==> src/rtl/cdc_reg_responder_pkg.sv <==
// Shared constants and types for the CDC lane register responder:
// register offsets, CTRL/STATUS bit positions and the multiply FSM state type.
package cdc_reg_responder_pkg;

    // Byte offsets inside the 6-word window, compared against {address[4:2], 2'b00}.
    localparam logic [4:0] CDC_RESP_CTRL    = 5'h00;
    localparam logic [4:0] CDC_RESP_STATUS  = 5'h04;
    localparam logic [4:0] CDC_RESP_OPA     = 5'h08;
    localparam logic [4:0] CDC_RESP_OPB     = 5'h0C;
    localparam logic [4:0] CDC_RESP_RESULT  = 5'h10;
    localparam logic [4:0] CDC_RESP_SCRATCH = 5'h14;

    localparam int unsigned CTRL_START     = 0;
    localparam int unsigned CTRL_CLR_DONE  = 1;
    localparam int unsigned CTRL_CLR_ERR   = 2;

    localparam int unsigned STATUS_BUSY    = 0;
    localparam int unsigned STATUS_DONE    = 1;
    localparam int unsigned STATUS_ERR     = 2;
    localparam int unsigned STATUS_REJ_LSB = 8;
    localparam int unsigned STATUS_REJ_MSB = 15;

    typedef enum logic [1:0] {
        CDC_RESP_IDLE   = 2'd0,
        CDC_RESP_RUN    = 2'd1,
        CDC_RESP_FINISH = 2'd2
    } cdc_resp_state_t;

    function automatic logic [7:0] sat_inc8(input logic [7:0] value);
        if (value == 8'hFF) begin
            return value;
        end else begin
            return value + 8'd1;
        end
    endfunction

endpackage

==> src/rtl/cdc_reg_responder_if.sv <==
// Register-bus bundle between one CDC lane and its responder.
interface cdc_reg_responder_if #(
    parameter int unsigned data_width    = 32,
    parameter int unsigned address_width = 32
);
    logic [address_width-1:0] address_i;
    logic [data_width-1:0]    data_i;
    logic                     we_i;
    logic                     we_ram_i;
    logic [data_width-1:0]    data_o;
    logic                     module_busy_o;

    modport master (
        output address_i, data_i, we_i, we_ram_i,
        input  data_o, module_busy_o
    );

    modport slave (
        input  address_i, data_i, we_i, we_ram_i,
        output data_o, module_busy_o
    );
endinterface

==> src/rtl/cdc_resp_mul_engine.sv <==
// Iterative shift/add multiplier: one RUN cycle per operand bit, then a
// single FINISH cycle that publishes the truncated product.
module cdc_resp_mul_engine
    import cdc_reg_responder_pkg::*;
#(
    parameter int unsigned data_width = 32
) (
    input  logic                  clk,
    input  logic                  srst,
    input  logic                  start,
    input  logic [data_width-1:0] opa,
    input  logic [data_width-1:0] opb,
    output cdc_resp_state_t       state,
    output logic                  busy,
    output logic                  finish,
    output logic [data_width-1:0] result
);
    localparam int unsigned cnt_w = $clog2(data_width);
    localparam logic [cnt_w-1:0] cnt_last = cnt_w'(data_width - 1);

    cdc_resp_state_t       state_r;
    logic [data_width-1:0] mcand_r;
    logic [data_width-1:0] mplier_r;
    logic [data_width-1:0] acc_r;
    logic [data_width-1:0] result_r;
    logic [cnt_w-1:0]      cnt_r;
    logic                  busy_r;

    // Multiply FSM with its shift/add datapath and bit counter.
    always_ff @(posedge clk) begin
        if (srst) begin
            state_r  <= CDC_RESP_IDLE;
            mcand_r  <= '0;
            mplier_r <= '0;
            acc_r    <= '0;
            result_r <= '0;
            cnt_r    <= '0;
            busy_r   <= 1'b0;
        end else begin
            case (state_r)
                CDC_RESP_IDLE: begin
                    if (start) begin
                        mcand_r  <= opa;
                        mplier_r <= opb;
                        acc_r    <= '0;
                        cnt_r    <= '0;
                        busy_r   <= 1'b1;
                        state_r  <= CDC_RESP_RUN;
                    end
                end
                CDC_RESP_RUN: begin
                    if (mplier_r[0]) begin
                        acc_r <= acc_r + mcand_r;
                    end
                    mcand_r  <= {mcand_r[data_width-2:0], 1'b0};
                    mplier_r <= {1'b0, mplier_r[data_width-1:1]};
                    cnt_r    <= cnt_r + cnt_w'(1);
                    if (cnt_r == cnt_last) begin
                        state_r <= CDC_RESP_FINISH;
                    end
                end
                CDC_RESP_FINISH: begin
                    result_r <= acc_r;
                    busy_r   <= 1'b0;
                    state_r  <= CDC_RESP_IDLE;
                end
                default: begin
                    busy_r  <= 1'b0;
                    state_r <= CDC_RESP_IDLE;
                end
            endcase
        end
    end

    assign state  = state_r;
    assign busy   = busy_r;
    assign result = result_r;
    assign finish = (state_r == CDC_RESP_FINISH);

endmodule

==> src/rtl/cdc_reg_responder.sv <==
// CDC lane endpoint: window decode, register file and OR-bus read mux
// around the iterative multiply engine.
module cdc_reg_responder
    import cdc_reg_responder_pkg::*;
#(
    parameter int unsigned              address_width = 32,
    parameter int unsigned              data_width    = 32,
    parameter logic [address_width-1:0] base_address  = 32'h0000_9000
) (
    input  logic               clk_i,
    input  logic               reset_i,
    input  logic               cpu_reset_i,
    cdc_reg_responder_if.slave bus
);
    logic                  srst_s;
    logic                  hit_s;
    logic [4:0]            offset_s;
    logic                  wr_s;
    logic                  wr_ctrl_s, wr_opa_s, wr_opb_s, wr_scratch_s;
    logic                  start_req_s, start_ok_s, reject_s;
    logic                  clr_done_s, clr_err_s;
    logic                  idle_s, busy_s, finish_s;
    cdc_resp_state_t       eng_state_s;
    logic [data_width-1:0] result_s;
    logic [data_width-1:0] status_s;
    logic [data_width-1:0] rdata_s;
    logic                  unused_s;

    logic [data_width-1:0] opa_r, opb_r, scratch_r, data_o_r;
    logic                  done_r, err_r;
    logic [7:0]            rej_cnt_r;

    assign srst_s   = ~reset_i | cpu_reset_i;
    assign unused_s = bus.we_ram_i;
    assign offset_s = {bus.address_i[4:2], 2'b00};
    assign hit_s    = (bus.address_i >= base_address) &&
                      (bus.address_i <= (base_address + address_width'(32'h17)));

    assign wr_s         = bus.we_i & hit_s;
    assign wr_ctrl_s    = wr_s && (offset_s == CDC_RESP_CTRL);
    assign wr_opa_s     = wr_s && (offset_s == CDC_RESP_OPA);
    assign wr_opb_s     = wr_s && (offset_s == CDC_RESP_OPB);
    assign wr_scratch_s = wr_s && (offset_s == CDC_RESP_SCRATCH);
    assign start_req_s  = wr_ctrl_s & bus.data_i[CTRL_START];
    assign clr_done_s   = wr_ctrl_s & bus.data_i[CTRL_CLR_DONE];
    assign clr_err_s    = wr_ctrl_s & bus.data_i[CTRL_CLR_ERR];
    assign idle_s       = (eng_state_s == CDC_RESP_IDLE);
    assign start_ok_s   = start_req_s & idle_s;
    // Operand and start writes would corrupt a running operation, so they bounce.
    assign reject_s     = ~idle_s & (start_req_s | wr_opa_s | wr_opb_s);

    cdc_resp_mul_engine #(.data_width(data_width)) u_engine (
        .clk    (clk_i),
        .srst   (srst_s),
        .start  (start_ok_s),
        .opa    (opa_r),
        .opb    (opb_r),
        .state  (eng_state_s),
        .busy   (busy_s),
        .finish (finish_s),
        .result (result_s)
    );

    // STATUS word assembly.
    always_comb begin
        status_s = '0;
        status_s[STATUS_BUSY] = busy_s;
        status_s[STATUS_DONE] = done_r;
        status_s[STATUS_ERR]  = err_r;
        status_s[STATUS_REJ_MSB:STATUS_REJ_LSB] = rej_cnt_r;
    end

    // Read mux; CTRL and anything outside the window read as zero.
    always_comb begin
        rdata_s = '0;
        if (hit_s) begin
            case (offset_s)
                CDC_RESP_STATUS:  rdata_s = status_s;
                CDC_RESP_OPA:     rdata_s = opa_r;
                CDC_RESP_OPB:     rdata_s = opb_r;
                CDC_RESP_RESULT:  rdata_s = result_s;
                CDC_RESP_SCRATCH: rdata_s = scratch_r;
                default:          rdata_s = '0;
            endcase
        end else begin
            rdata_s = '0;
        end
    end

    // Register file, sticky flags, reject counter and registered read data.
    always_ff @(posedge clk_i) begin
        if (srst_s) begin
            opa_r     <= '0;
            opb_r     <= '0;
            scratch_r <= '0;
            data_o_r  <= '0;
            done_r    <= 1'b0;
            err_r     <= 1'b0;
            rej_cnt_r <= 8'd0;
        end else begin
            data_o_r <= rdata_s;
            if (wr_opa_s && idle_s) begin
                opa_r <= bus.data_i;
            end
            if (wr_opb_s && idle_s) begin
                opb_r <= bus.data_i;
            end
            if (wr_scratch_s) begin
                scratch_r <= bus.data_i;
            end
            if (finish_s) begin
                done_r <= 1'b1;
            end else if (clr_done_s) begin
                done_r <= 1'b0;
            end
            if (reject_s) begin
                err_r     <= 1'b1;
                rej_cnt_r <= sat_inc8(rej_cnt_r);
            end else if (clr_err_s) begin
                err_r <= 1'b0;
            end
        end
    end

    assign bus.data_o        = data_o_r;
    assign bus.module_busy_o = busy_s;

endmodule

==> src/flat_wrapper.sv <==
// flat-port wrapper written by rule: the top's interface ports become plain ports
module cdc_reg_responder_flat import cdc_reg_responder_pkg::*;
#(
    parameter int unsigned              address_width = 32,
    parameter int unsigned              data_width    = 32,
    parameter logic [address_width-1:0] base_address  = 32'h0000_9000
)
  (clk_i, reset_i, cpu_reset_i, bus_address_i, bus_data_i, bus_we_i, bus_we_ram_i, bus_data_o, bus_module_busy_o);
  cdc_reg_responder_if #(.data_width(data_width), .address_width(address_width)) bus_i ();
  input  logic clk_i;
  input  logic reset_i;
  input  logic cpu_reset_i;
  input wire logic [$bits(bus_i.address_i)-1:0] bus_address_i;
  input wire logic [$bits(bus_i.data_i)-1:0] bus_data_i;
  input wire logic [$bits(bus_i.we_i)-1:0] bus_we_i;
  input wire logic [$bits(bus_i.we_ram_i)-1:0] bus_we_ram_i;
  output wire logic [$bits(bus_i.data_o)-1:0] bus_data_o;
  output wire logic [$bits(bus_i.module_busy_o)-1:0] bus_module_busy_o;
  assign bus_i.address_i = bus_address_i;
  assign bus_i.data_i = bus_data_i;
  assign bus_i.we_i = bus_we_i;
  assign bus_i.we_ram_i = bus_we_ram_i;
  assign bus_data_o = bus_i.data_o;
  assign bus_module_busy_o = bus_i.module_busy_o;
  cdc_reg_responder #(.address_width(address_width), .data_width(data_width), .base_address(base_address)) u_core (.clk_i(clk_i), .reset_i(reset_i), .cpu_reset_i(cpu_reset_i), .bus(bus_i));
endmodule
==> config.mk <==
export PLATFORM = sky130hd
export DESIGN_NAME = cdc_reg_responder_flat
export DESIGN_NICKNAME = d
export VERILOG_FILES = /design/src/rtl/cdc_reg_responder_pkg.sv /design/src/rtl/cdc_reg_responder_if.sv /design/src/rtl/cdc_resp_mul_engine.sv /design/src/rtl/cdc_reg_responder.sv /design/src/flat_wrapper.sv
export SDC_FILE = /design/constraint.sdc
export NUM_CORES = 1
export LEC_CHECK = 0
export BUFFER_PORTS_ARGS = -buffer_cell sky130_fd_sc_hd__buf_2
export CORE_UTILIZATION = 32
export CTS_BUF_LIST = sky130_fd_sc_hd__clkbuf_16
export DETAILED_ROUTE_END_ITERATION = 7
export PLACE_DENSITY = 0.57
export SLEW_MARGIN = 0
export SYNTH_ARGS = -nofsm -noshare
export SYNTH_HDL_FRONTEND = slang
export SYNTH_SLANG_ARGS = --single-unit
export TNS_END_PERCENT = 30
==> constraint.sdc <==
create_clock -name clk_i -period 4.81 [get_ports clk_i]
set_clock_uncertainty 0.15 [all_clocks]
set_input_delay 1.2025 -clock clk_i [delete_from_list [all_inputs] [get_ports clk_i]]
set_output_delay 1.2025 -clock clk_i [all_outputs]
set_load 0.05 [all_outputs]
### Yosys cells after proc, flatten, opt, wreduce, memory -nomap -nowiden

Index checks and enable logic that the tools add are counted.

* $add $sub $neg: 3
* $lt $le $gt $ge: 2
* equal/unequal tests: 12
* multiplexer cells: 19
* bitwise operators: 14
* reduce and logical (&&, ||, !) cells: 18

Operators by type and width (count)
* case mux 32 bit (2 select lines): 3
* case mux 32 bit (5 select lines): 1
* two-way mux 32 bit: 4
* adder 32 bit: 1
* >= comparator 32 x 16 -> 1 bit (second input constant): 1
* <= comparator 32 x 16 -> 1 bit (second input constant): 1
* case mux 5 bit (2 select lines): 1
* adder 8 x 1 -> 8 bit (second input constant): 1
* equality test 8 bit (second input constant): 1
* AND reduction 2 bit: 4
* logical AND 1 bit: 7
* AND 1 bit: 6
* equality test 3 x 2 -> 1 bit (second input constant): 2
* equality test 3 bit (second input constant): 2
* nonzero test 2 bit: 3
* adder 5 x 1 -> 5 bit (second input constant): 1
* equality test 5 bit (second input constant): 1
* logical NOT 5 bit: 1
* two-way mux 1 bit: 5
* two-way mux 5 bit: 1
* NOT 1 bit: 5
* two-way mux 2 bit: 2
* inequality test 2 bit (second input constant): 2
* case mux 2 bit (2 select lines): 1
* other kinds (9): 11

* register bits after elaboration: 274
* input port bits: 69
* word-level logic and storage cells: 82

### Logic depth before layout (Yosys ltp)

* depth after elaboration: 9
* depth in mapped cells: 11

### By module

A second synthesis with hierarchy kept.

* cells, all modules: 1358
* area total of the unflattened synthesis: 12480.7 um^2

Modules (own cells, without submodules)
* cdc_resp_mul_engine: instances 1, cells an instance 760, area an instance 6497.5 um^2, seq. area each 2722.6 um^2
* cdc_reg_responder: instances 1, cells an instance 598, area an instance 5983.2 um^2, seq. area each 2762.6 um^2

### Worst setup path before layout

Ideal clock, no wire load.

* kind: input to register
* start: in bus_address_i[3]
* end: reg u_core.u_engine.acc_r[22]
* setup time: 128 ps
* arrival: 3138 ps
* required time: 4532 ps
* slack: 1394 ps
* cell stages on the path: 10
* path buffers: 3
* cell sequence: clkbuf_1 -> nand2_1 -> nand2_1 -> or4_4 -> or3_4 -> a21o_1 -> buf_6 -> buf_6 -> a22oi_1 -> nor2_1

* word-level cells in the longest chain between the ends: 8
* elaborated cells on any way between the ends: 10
* classes of those cells: 2 x order compare; 1 x eq/ne; 3 x bitwise; 4 x reduce/logical

Ends and longest elaborated chain
* from (decl): line flat_wrapper.sv:13 `input wire logic [$bits(bus_i.address_i)-1:0] bus_address_i;`
* >= comparator 32 x 16 -> 1 bit or <= comparator 32 x 16 -> 1 bit (tied branches): line cdc_reg_responder.sv:36, cdc_reg_responder.sv:37
* logical AND 1 bit: line cdc_reg_responder.sv:36 `assign hit_s = (bus.address_i >= base_address) &&`
* AND 1 bit: line cdc_reg_responder.sv:39 `assign wr_s = bus.we_i & hit_s;`
* logical AND 1 bit *: line cdc_reg_responder.sv:40 `assign wr_ctrl_s = wr_s && (offset_s == CDC_RESP_CTRL);`
* AND 1 bit *: line cdc_reg_responder.sv:44 `assign start_req_s = wr_ctrl_s & bus.data_i[CTRL_START];`
* AND 1 bit *: line cdc_reg_responder.sv:48 `assign start_ok_s = start_req_s & idle_s;`
* inequality test 2 x 1 -> 1 bit (no source line) *
* AND reduction 3 bit (no source line) *
* to (signal assigned): line cdc_resp_mul_engine.sv:53 `acc_r <= acc_r + mcand_r;`
* to (decl): line cdc_resp_mul_engine.sv:24 `logic [data_width-1:0] acc_r;`

Mark *: on every way between the ends. The rest lies on a longest branch, timed or not.
A chain may end at the register's enable or synchronous reset.

### Final worst setup path

* start: in bus_address_i[29]
* end: reg u_core.u_engine.acc_r[2]

* word-level cells in the longest chain between the ends: 8
* elaborated cells on any way between the ends: 9
* classes of those cells: 2 x order compare; 1 x eq/ne; 3 x bitwise; 3 x reduce/logical

Ends and longest elaborated chain (line)
* >= comparator 32 x 16 -> 1 bit or <= comparator 32 x 16 -> 1 bit (tied branches): cdc_reg_responder.sv:36, cdc_reg_responder.sv:37
* logical AND 1 bit *: cdc_reg_responder.sv:36
* AND 1 bit *: cdc_reg_responder.sv:39
* logical AND 1 bit *: cdc_reg_responder.sv:40
* AND 1 bit *: cdc_reg_responder.sv:44
* AND 1 bit *: cdc_reg_responder.sv:48
* inequality test 2 x 1 -> 1 bit (no source line) *
* AND reduction 3 bit (no source line) *

Marked as above.

==> reports/qor.yml <==
critical_path:
  required_ns: 5.14
  path_buf_inv: 1
  crit_chain: "buf_2 -> nor4_1 -> nand2_1 -> or4_4 -> or3_4 -> a21o_1 -> nor3_1 -> a21oi_1 -> nor2_1"
  setup.worst_path.start_class: "primary input"
  timing.critical_path.max_delay_family: "simple AND/OR/NAND/NOR gates"
  setup.reg_to_reg.worst_slack_ns: 1.47
  timing.critical_path.to_type: "flip-flop"
  timing.critical_path.arrival_ns: 3.81
  critical-path-slowest-cell: "sky130_fd_sc_hd__or4_4"
  timing.critical_path.fanout_max: 26
  worst_path_largest_cell_delay_ns: 0.57
  setup.worst_path.class: "in -> reg"
min_path:
  timing.hold.worst.class: "reg -> reg"
detailed_routing:
  postRouteAntennaNets: 0
  drt_first_iter_violations: 912
  vias_per_cell: 5.30
  firstDrtPassIters: 5
  via_count: 11372
  detail_route.wirelength_um: 37000
  routed_wire_length_per_instance_um: 17.2
  remaining_drc_errors: 0
global_routing:
  antenna_found_initial: 0
  first_global_vias: 10461
  grt_max_degree: 102
  global_route.overflow_total: 0
  grt_pass1_wl_um: 57400
  grt.total_usage_pct: 18.3
timing:
  finalHoldViolCount: 0
  max-slew-margin-rel_pct: 20.2
  min_period_over_period_pct: 72.3
  fin_setup_tns_ns: 0
  setup_violations: 0
  grt_setup_unrepaired: "false"
  timing.final.max_slew_violations: 0
  worst_pin_slew_ns: 1.19
  layout_setup_ws_ns: 1.33
  timing.fmax_mhz: 288
  layout_min_cycle_time_ns: 3.48
floorplan:
  rows: 71
  fp.dieArea_sq_um: 39500
  floorplan.die.height_um: 199
  die_width_um: 199
  initial_utilization_pct: 32.7
  ios: 102
  core_area_sq_um: 37900
cells_and_area:
  nets: 1718
  multi_input_area_sq_um: 6480
  layout.cells.most_common: "sky130_fd_sc_hd__nand2_1"
  layout.area.seq_sq_um: 5490
  drive_gt1_share_pct: 11.2
  area_overhead_vs_synth_pct: 15.1
  antenna_cells: 0
  fillerInstances: 3973
  mostFrequentLayoutCells: "431 x sky130_fd_sc_hd__nand2_1, 274 x sky130_fd_sc_hd__dfxtp_1, 213 x sky130_fd_sc_hd__a21oi_1, 132 x sky130_fd_sc_hd__nor2_1, 98 x sky130_fd_sc_hd__buf_2"
  final_cell_area_sq_um: 14300
power_and_ir_drop:
  p_int_w: 0.00355
  power.density_cell_area_nw_per_um2: 319
  clock_power_share_pct: 47.4
  ir_worst_vdd_mv: 0.231
  p_total_w: 0.00456
  sw_frac_of_total_pct: 22.2
  share_comb_of_total_power_pct: 2.8
  power.static_leakage_nw: 4.79
  share_seq_of_total_power_pct: 49.8
  p_sw_w: 0.00101
synthesis:
  yosys_warnings: 0
  syn-mean-instance-area_sq_um: 7.93
  synth_compound_gate_area_share_pct: 21.0
  netlist-cell-type-count: 64
  synthCells: 1564
  ys_seq_area_share_pct: 44.3
  synth_simple_gate_area_share_pct: 22.3
  synth_enable_flop_cells: 0
  synth_xor_area_share_pct: 2.19
  share_of_cell_area_taken_by_muxes_after_synthesis_pct: 2.75
  post_synth_adder_cell_area_pct: 3.59
  syn_nets: 1668
  ys_seq_elements: 274
  synth.cell_area_sq_um: 12400
  synth-main-ff-cell: "sky130_fd_sc_hd__dfxtp_1"
  synth_top_family_by_area: "simple AND/OR/NAND/NOR gates"
  ys_async_sr_fraction_pct: 0
place:
  place_congestion: 0.836
  place.detailed.hpwl_um: 25300
  numPortBuffers: 98
  detailedPlace.worstSlack_ns: 0.785
  placed_area_sq_um: 13400
clocking:
  clockBufferDepth: 3
  cts.repair.resized: 0
  cts-buffers-inserted: 28
  number_of_buffers_inserted_by_hold_repair_at_cts: 0
  cts.htree.levels: 1
  clock_tree_from_tritoncts: "yes"
  cts-root-buf: "sky130_fd_sc_hd__clkbuf_16"
  postCtsSetupBuffers: 0
  clk-insertion-delay-late_ns: 0.55
  clk_pin_slew_worst_paths_ns: 0.06
  tritoncts_num_sinks: 274
job:
  cap_violations: 0
outcome:
  outcome: "completed"
==> state kept, by name, summed over array words and instances (netlist names) <==
name,count
u_core.u_engine.mplier_r,32
u_core.opb_r,32
u_core.u_engine.busy,1
u_core.u_engine.mcand_r,32
u_core.rej_cnt_r,8
u_core.u_engine.cnt_r,5
u_core.scratch_r,32
u_core.u_engine.acc_r,32
u_core.opa_r,32
u_core.u_engine.state,2
u_core.bus.data_o,32
u_core.u_engine.result,32
u_core.done_r,1
u_core.err_r,1
==> worst reg2reg max path, delay by kind of cell (launching register included) <==
family,cells,cell delay (ns)
XOR/XNOR,1,0.10
flip-flops,1,0.33
AO/OA/AOI/OAI,7,1.94
adder cells (fa/ha/maj),2,0.71
==> cells in the mapped netlist (8+ instances only) <==
library cell	number	area share [%]
sky130_fd_sc_hd__o21ai_0	21	0.85
sky130_fd_sc_hd__o22a_1	10	0.71
sky130_fd_sc_hd__a22oi_1	36	2.2
sky130_fd_sc_hd__ha_1	34	3.4
sky130_fd_sc_hd__nor2_1	133	4.0
sky130_fd_sc_hd__xor2_1	8	0.57
sky130_fd_sc_hd__inv_1	13	0.39
sky130_fd_sc_hd__clkbuf_1	86	2.6
sky130_fd_sc_hd__nor4_1	8	0.40
sky130_fd_sc_hd__buf_2	12	0.48
sky130_fd_sc_hd__a311oi_1	63	4.5
sky130_fd_sc_hd__nand2_1	432	13
sky130_fd_sc_hd__a21o_1	14	0.85
sky130_fd_sc_hd__dfxtp_1	274	44
sky130_fd_sc_hd__mux2i_1	34	2.7
sky130_fd_sc_hd__nand3_1	31	1.3
sky130_fd_sc_hd__xnor2_1	23	1.6
sky130_fd_sc_hd__nor3_1	14	0.57
sky130_fd_sc_hd__a21oi_1	213	8.6
==> area by class of cell <==
| type | count | share of cell area, % |
|---|---|---|
| clock buffer | 29 | 5.09 |
| clock inverter | 22 | 1.19 |
| inverter | 13 | 0.342 |
| multi-input combinational | 1172 | 45.4 |
| sequential | 274 | 38.4 |
| tap | 511 | 4.48 |
| timing repair buffer | 125 | 5.03 |
==> kinds of logic (layout without fill, tap and decap cells) <==
family | after synthesis | in the layout
compound gates | 407 | 407
xor+xnor | 31 | 31
fa+ha+maj | 35 | 35
buf+inv | 118 | 189
flops | 274 | 274
mux | 34 | 34
simple gates | 665 | 665
==> worst paths after layout <==
path / endpoint / start / cells after the start
setup / recovery: u_core.u_engine.acc_r[2]$_SDFFE_PP0P_ / bus_address_i[29] / 9
hold / removal: u_core.scratch_r[7]$_SDFFE_PP0P_ / u_core.scratch_r[7]$_SDFFE_PP0P_ / 2
setup reg to reg: u_core.u_engine.acc_r[28]$_SDFFE_PP0P_ / u_core.u_engine.mcand_r[0]$_SDFFE_PP0P_ / 10
hold reg to reg: u_core.scratch_r[7]$_SDFFE_PP0P_ / u_core.scratch_r[7]$_SDFFE_PP0P_ / 2
==> power groups by stage <==
stage | Combinational (W) | Clock (W) | Sequential [W]
4_1_cts | 0.000128 | 0.00220 | 0.00227
5_1_grt | 0.000136 | 0.00230 | 0.00227
3_3_place_gp | 0.000127 | 0 | 0.00232
3_5_place_dp | 0.000127 | 0 | 0.00232
2_1_floorplan | 0.0000586 | 0 | 0.00232
6_report | 0.000128 | 0.00216 | 0.00227
==> per-stage QoR <==
stage,std cells,util [%],hold WS (ns)
detailed placement,2095,35.2,0.294
CTS,2146,37.6,0.303
global route,2146,37.6,0.317
finish,2146,37.6,0.303
floorplan,1564,-,0.274
global placement,2095,35.2,0.290
==> routing by layer <==
layer | vias up | part of all wire [%] | GRT usage [%]
li1 | 5560 | - | -
met1 | 5457 | 46 | 24.7
met2 | 295 | 46 | 30.0
met3 | 60 | 4.8 | 2.48
met4 | 0 | 2.8 | 5.75
met5 | - | 0 | 0
No activity file was read; power rests on OpenSTA's default activity.
